[config.mk]
export PLATFORM = sky130hd
export DESIGN_NAME = shift_add_multiplier
export DESIGN_NICKNAME = d
export VERILOG_FILES = /design/src/rtl/arith_pkg.sv /design/src/rtl/NBitAdder_str.sv /design/src/rtl/shift_add_multiplier.sv
export SDC_FILE = /design/constraint.sdc
export NUM_CORES = 1
export LEC_CHECK = 0
export ABC_AREA = 0
export CORE_MARGIN = 8
export CORE_UTILIZATION = 40
export DETAILED_ROUTE_END_ITERATION = 8
export PLACE_DENSITY = 0.64
export SLEW_MARGIN = 20
export SYNTH_ARGS = -nofsm -noshare
export SYNTH_HDL_FRONTEND = slang
export SYNTH_HIERARCHICAL = 1
export SYNTH_SLANG_ARGS = --single-unit
[constraint.sdc]
create_clock -name clk -period 16.8 [get_ports clk]
set_clock_uncertainty 0.2 [all_clocks]
set_input_delay 2.52 -clock clk [delete_from_list [all_inputs] [get_ports clk]]
set_output_delay 2.52 -clock clk [all_outputs]
set_load 0.02 [all_outputs]
[src/rtl/arith_pkg.sv]
// Shared arithmetic package.
//   ARITH_N      default operand width for the multi-cycle arithmetic blocks
//   mul_state_t  control states of the shift-and-add multiplier
//   cnt_width()  width of a step counter that must hold the values 0..n
package arith_pkg;

    localparam int unsigned ARITH_N = 32;

    typedef enum logic [1:0] {
        IDLE = 2'd0,
        BUSY = 2'd1,
        DONE = 2'd2
    } mul_state_t;

    function automatic int unsigned cnt_width(input int unsigned n);
        return $clog2(n + 1);
    endfunction

    localparam int unsigned ARITH_CNT_W = cnt_width(ARITH_N);

endpackage

[src/rtl/NBitAdder_str.sv]
// Structural N-bit ripple-carry adder.
// Ports:
//   a, b  in  N  addends
//   cin   in  1  carry in
//   sum   out N  a + b + cin, low N bits
//   cout  out 1  carry out of the top bit
module NBitAdder_str #(
    parameter int unsigned N = 32
) (
    input  logic [N-1:0] a,
    input  logic [N-1:0] b,
    input  logic         cin,
    output logic [N-1:0] sum,
    output logic         cout
);

    logic [N:0] carry;

    assign carry[0] = cin;

    for (genvar i = 0; i < N; i++) begin : g_fa
        assign sum[i]       = a[i] ^ b[i] ^ carry[i];
        assign carry[i + 1] = (a[i] & b[i]) | (carry[i] & (a[i] ^ b[i]));
    end

    assign cout = carry[N];

endmodule

[src/rtl/shift_add_multiplier.sv]
// Multi-cycle unsigned N x N -> 2N shift-and-add multiplier.
// One add-and-shift step per clock through a single ripple-carry adder.
// Optional feature: define SHIFT_ADD_OVF_EN to add the registered ovf flag
// (high when the product does not fit in N bits).
// Ports:
//   clk      in  1   rising-edge clock
//   rst      in  1   synchronous active-high reset
//   start    in  1   request, sampled in IDLE or DONE
//   a        in  N   multiplicand, captured on the accepting edge
//   b        in  N   multiplier, captured on the accepting edge
//   busy     out 1   high while stepping
//   done     out 1   one-cycle strobe, product valid
//   product  out 2N  registered result, held until the next completion or rst
//   ovf      out 1   (SHIFT_ADD_OVF_EN only) |product[2N-1:N]
module shift_add_multiplier
    import arith_pkg::*;
#(
    parameter int unsigned N = ARITH_N
) (
    input  logic           clk,
    input  logic           rst,
    input  logic           start,
    input  logic [N-1:0]   a,
    input  logic [N-1:0]   b,
    output logic           busy,
    output logic           done,
    output logic [2*N-1:0] product
`ifdef SHIFT_ADD_OVF_EN
    ,
    output logic           ovf
`endif
);

    localparam int unsigned CntW = cnt_width(N);

    mul_state_t       state_q, state_d;
    logic [N-1:0]     mcand_q, mcand_d;
    logic [2*N-1:0]   acc_q, acc_d;
    logic [2*N-1:0]   product_q, product_d;
    logic [CntW-1:0]  cnt_q, cnt_d;

    logic [N-1:0]     addend;
    logic [N-1:0]     sum;
    logic             cout;
    logic [2*N-1:0]   acc_step;
    logic             last_step;

    // Partial sum in the upper half; add the multiplicand when the current
    // multiplier bit (lsb of acc) is set.
    assign addend = acc_q[0] ? mcand_q : '0;

    NBitAdder_str #(
        .N (N)
    ) u_adder (
        .a    (acc_q[2*N-1:N]),
        .b    (addend),
        .cin  (1'b0),
        .sum  (sum),
        .cout (cout)
    );

    // Carry-out re-enters at the top so the full 2N-bit product is exact.
    assign acc_step  = {cout, sum, acc_q[N-1:1]};
    assign last_step = (cnt_q == CntW'(N - 1));

    always_comb begin
        state_d   = state_q;
        mcand_d   = mcand_q;
        acc_d     = acc_q;
        cnt_d     = cnt_q;
        product_d = product_q;

        case (state_q)
            IDLE: begin
                if (start) begin
                    mcand_d = a;
                    acc_d   = {{N{1'b0}}, b};
                    cnt_d   = '0;
                    state_d = BUSY;
                end
            end
            BUSY: begin
                acc_d = acc_step;
                cnt_d = cnt_q + CntW'(1);
                if (last_step) begin
                    // Capture the result separately so product stays stable
                    // while acc is reloaded by a back-to-back start.
                    product_d = acc_step;
                    state_d   = DONE;
                end
            end
            DONE: begin
                if (start) begin
                    mcand_d = a;
                    acc_d   = {{N{1'b0}}, b};
                    cnt_d   = '0;
                    state_d = BUSY;
                end else begin
                    state_d = IDLE;
                end
            end
            default: begin
                state_d = IDLE;
            end
        endcase
    end

    always_ff @(posedge clk) begin
        if (rst) begin
            state_q   <= IDLE;
            mcand_q   <= '0;
            acc_q     <= '0;
            cnt_q     <= '0;
            product_q <= '0;
        end else begin
            state_q   <= state_d;
            mcand_q   <= mcand_d;
            acc_q     <= acc_d;
            cnt_q     <= cnt_d;
            product_q <= product_d;
        end
    end

    assign busy    = (state_q == BUSY);
    assign done    = (state_q == DONE);
    assign product = product_q;

`ifdef SHIFT_ADD_OVF_EN
    logic ovf_q, ovf_d;

    always_comb begin
        ovf_d = ovf_q;
        if (state_q == BUSY && last_step) begin
            ovf_d = |acc_step[2*N-1:N];
        end
    end

    always_ff @(posedge clk) begin
        if (rst) begin
            ovf_q <= 1'b0;
        end else begin
            ovf_q <= ovf_d;
        end
    end

    assign ovf = ovf_q;
`endif

endmodule

==> impl_metrics.json <==
{
  "status": "finished, final reports clean",
  "ioPinCount": 133,
  "p_per_area_nw_per_um2": 92.3,
  "tightest_slew_ns": 0.924,
  "path_max_fanout": 33,
  "switchingPower_w": 0.000230,
  "coreArea_um2": 19300,
  "cts_buffers": 17,
  "netlist.area_leader.share": 0.430,
  "n_antenna_cell": 0,
  "dp_hpwl_um": 11300,
  "place.gp.congestion": 0.742,
  "cts_tree": "yes",
  "worstPathArrival_ns": 13.82,
  "setup_tns_ns": 0,
  "hold_viol": 0,
  "crit_buf_inv": 5,
  "grt_pass1_vias": 5683,
  "maxCapViolations": 0,
  "synthXorXnorAreaFrac": 0,
  "synth-warning-count": 6,
  "synthSimpleGateAreaFrac": 0.234,
  "fmax_mhz": 73.1,
  "cts.path.max_buffers": 2,
  "nNetsFinal": 1018,
  "worstPathRequired_ns": 16.94,
  "post_cts_buffers": 0,
  "critPathLaunchType": "flip-flop",
  "p_sw_frac": 0.254,
  "htree_levels": 4,
  "start_util": 0.405,
  "max-vdd-ir-drop_mv": 0.0685,
  "dieArea_um2": 24300,
  "synth_area_um2": 7830,
  "grt_pass1_wl_um": 29500,
  "root_buffer": "clkbuf_16",
  "dieWidth_um": 156,
  "ys_types": 32,
  "synth_compound_area_frac": 0.0771,
  "clkPwrFrac": 0.435,
  "yosys.area_share.adder": 0.0835,
  "worst_slack_ns": 3.12,
  "portBuffers": 132,
  "crit_slowest_cell": "fa_1",
  "postSynthCellCount": 827,
  "antenna_found_initial": 0,
  "ys_seq_area_frac": 0.430,
  "wire_per_inst_um": 14.8,
  "cts-resized-gates": 0,
  "avgSynthCellArea_um2": 9.46,
  "drt-initial-drc-count": 225,
  "synth_ff_type": "dfxtp_1",
  "num_vias": 5727,
  "path_delay_family": "adder cells",
  "crit_type": "reg -> reg",
  "dr.pass1.iters": 6,
  "totalWireLength_um": 17800,
  "grt_max_degree": 134,
  "yosysTopAreaCell": "dfxtp_1",
  "fin_crit_sh": 0.814,
  "ys_ff_latch": 168,
  "place_ws_ns": 3.14,
  "p_int_w": 0.000676,
  "seq_power_share": 0.470,
  "critPathMaxStageDelay_ns": 0.41,
  "drc_errors": 0,
  "drv_slew": 0,
  "synth_edf_count": 0,
  "synthTopCellsByCount": "168 x dfxtp_1, 131 x nand2b_1, 98 x nand2_1",
  "drive_above_1_share": 0.0516,
  "insertion_delay_ns": 0.41,
  "synth_fp_nets": 927,
  "leakagePower_nw": 3.43,
  "overflow": 0,
  "crit_top_cell": "fa_1",
  "synthTopCellsByArea": "dfxtp_1 43%, mux2i_1 12%, nand2b_1 10%",
  "clk_pin_slew_worst_paths_ns": 0.07,
  "viasPerCell": 4.79,
  "ant_nets": 0,
  "synth_most_common_cell": "dfxtp_1",
  "cp-end-kind": "flip-flop",
  "slew_headroom": 0.384,
  "syn_to_final_growth_pct": 25.4,
  "setup_viol": 0,
  "std_cell_rows": 51,
  "synth_mux_area_frac": 0.126,
  "grt_usage": 0.148,
  "period_needed_ns": 13.68,
  "cts_sinks": 168,
  "hold_class": "reg -> reg",
  "combPwrFrac": 0.096,
  "synth-async-reset-ratio": 0,
  "synth_top_family_by_area": "simple AND/OR/NAND/NOR gates",
  "die_h_um": 156,
  "rsz0062_at_grt": "no",
  "hold_buffers": 0
}
metrics by stage:
step                       util  std cells  hold WS (ns)  power (W)  cell area, um2
after detailed placement  0.477       1164         0.244   0.000523            9210
after floorplan               -        827         0.232   0.000490            7830
after CTS                 0.507       1196         0.253   0.000919            9810
after global routing      0.507       1196         0.267   0.000945            9810
after global placement    0.477       1164         0.239   0.000521            9210
final                     0.507       1196         0.251   0.000906            9810
cell usage in the layout, fill, tap and decap left out, types with 2 or more instances in the layout:
cell type	count
mux2_1	2
mux2i_1	96
a211oi_1	32
clkinvlp_4	3
clkbuf_16	17
nor2_1	2
dfxtp_1	167
clkinv_4	4
inv_1	11
fa_1	32
clkdlybuf4s50_1	131
bufinv_16	2
nand4_1	2
a21oi_1	68
and2_1	32
nand2b_1	130
nor3_1	32
inv_6	4
nand2b_2	2
nor2b_1	2
buf_4	9
nand3_1	37
nor3b_1	2
nand2_1	98
power groups by stage:
stage	Clock [W]	Sequential [W]	Combinational [W]
after floorplan	0	0.000429	0.0000614
after global placement	0	0.000434	0.0000870
after detailed placement	0	0.000435	0.0000878
after CTS	0.000405	0.000426	0.0000881
after global routing	0.000420	0.000428	0.0000969
final	0.000394	0.000426	0.0000866
worst reg2reg max path: cells and delay by family, from the launching register on:
family | cells | cell delay (ns)
adders and majority gates | 32 | 12.22
buffers and inverters | 5 | 0.51
DFF | 1 | 0.30
and+or+nand+nor | 2 | 0.24
AOI/OAI and AO/OA | 1 | 0.14
metal layers:
layer	track usage	up-vias	wire length [um]
li1	-	2943	-
met1	0.197	2687	8710
met2	0.238	83	8250
met3	0.0274	14	591
met4	0.0485	0	203
met5	0	-	0
registers in the layout, indices dropped and copies added, names as in the netlist:
name	cells
product	64
mcand_q	32
acc_q	64
cnt_q	6
state_q	2
cell families (layout without fill, tap and decap cells):
kind of cell / Yosys count / in the layout
AOI/OAI and AO/OA: 103 / 103
buffers and inverters: 81 / 185
DFF: 168 / 168
and+or+nand+nor: 343 / 343
other: 1 / 1
muxes: 98 / 98
adders and majority gates: 33 / 33
cell type report:
| type | instances | area, um2 |
|---|---|---|
| tap | 265 | 332 |
| timing repair buffer | 141 | 1390 |
| clock buffer | 17 | 425 |
| sequential | 168 | 3370 |
| clock inverter | 15 | 169 |
| fill | 1819 | 9520 |
| inverter | 12 | 45.0 |
| multi-input combinational | 578 | 4080 |
path summary, 6_finish.rpt:
check,slack [ns],end,cells after the start,from
worst min register to register,0.25,mcand_q[1],2,mcand_q[1]
worst max register to register,3.12,acc_q[62],40,acc_q[0]
worst min-delay path,0.25,mcand_q[1],2,mcand_q[1]
worst max-delay path,3.12,acc_q[62],40,acc_q[0]
Power figures use the tool's default switching activity.
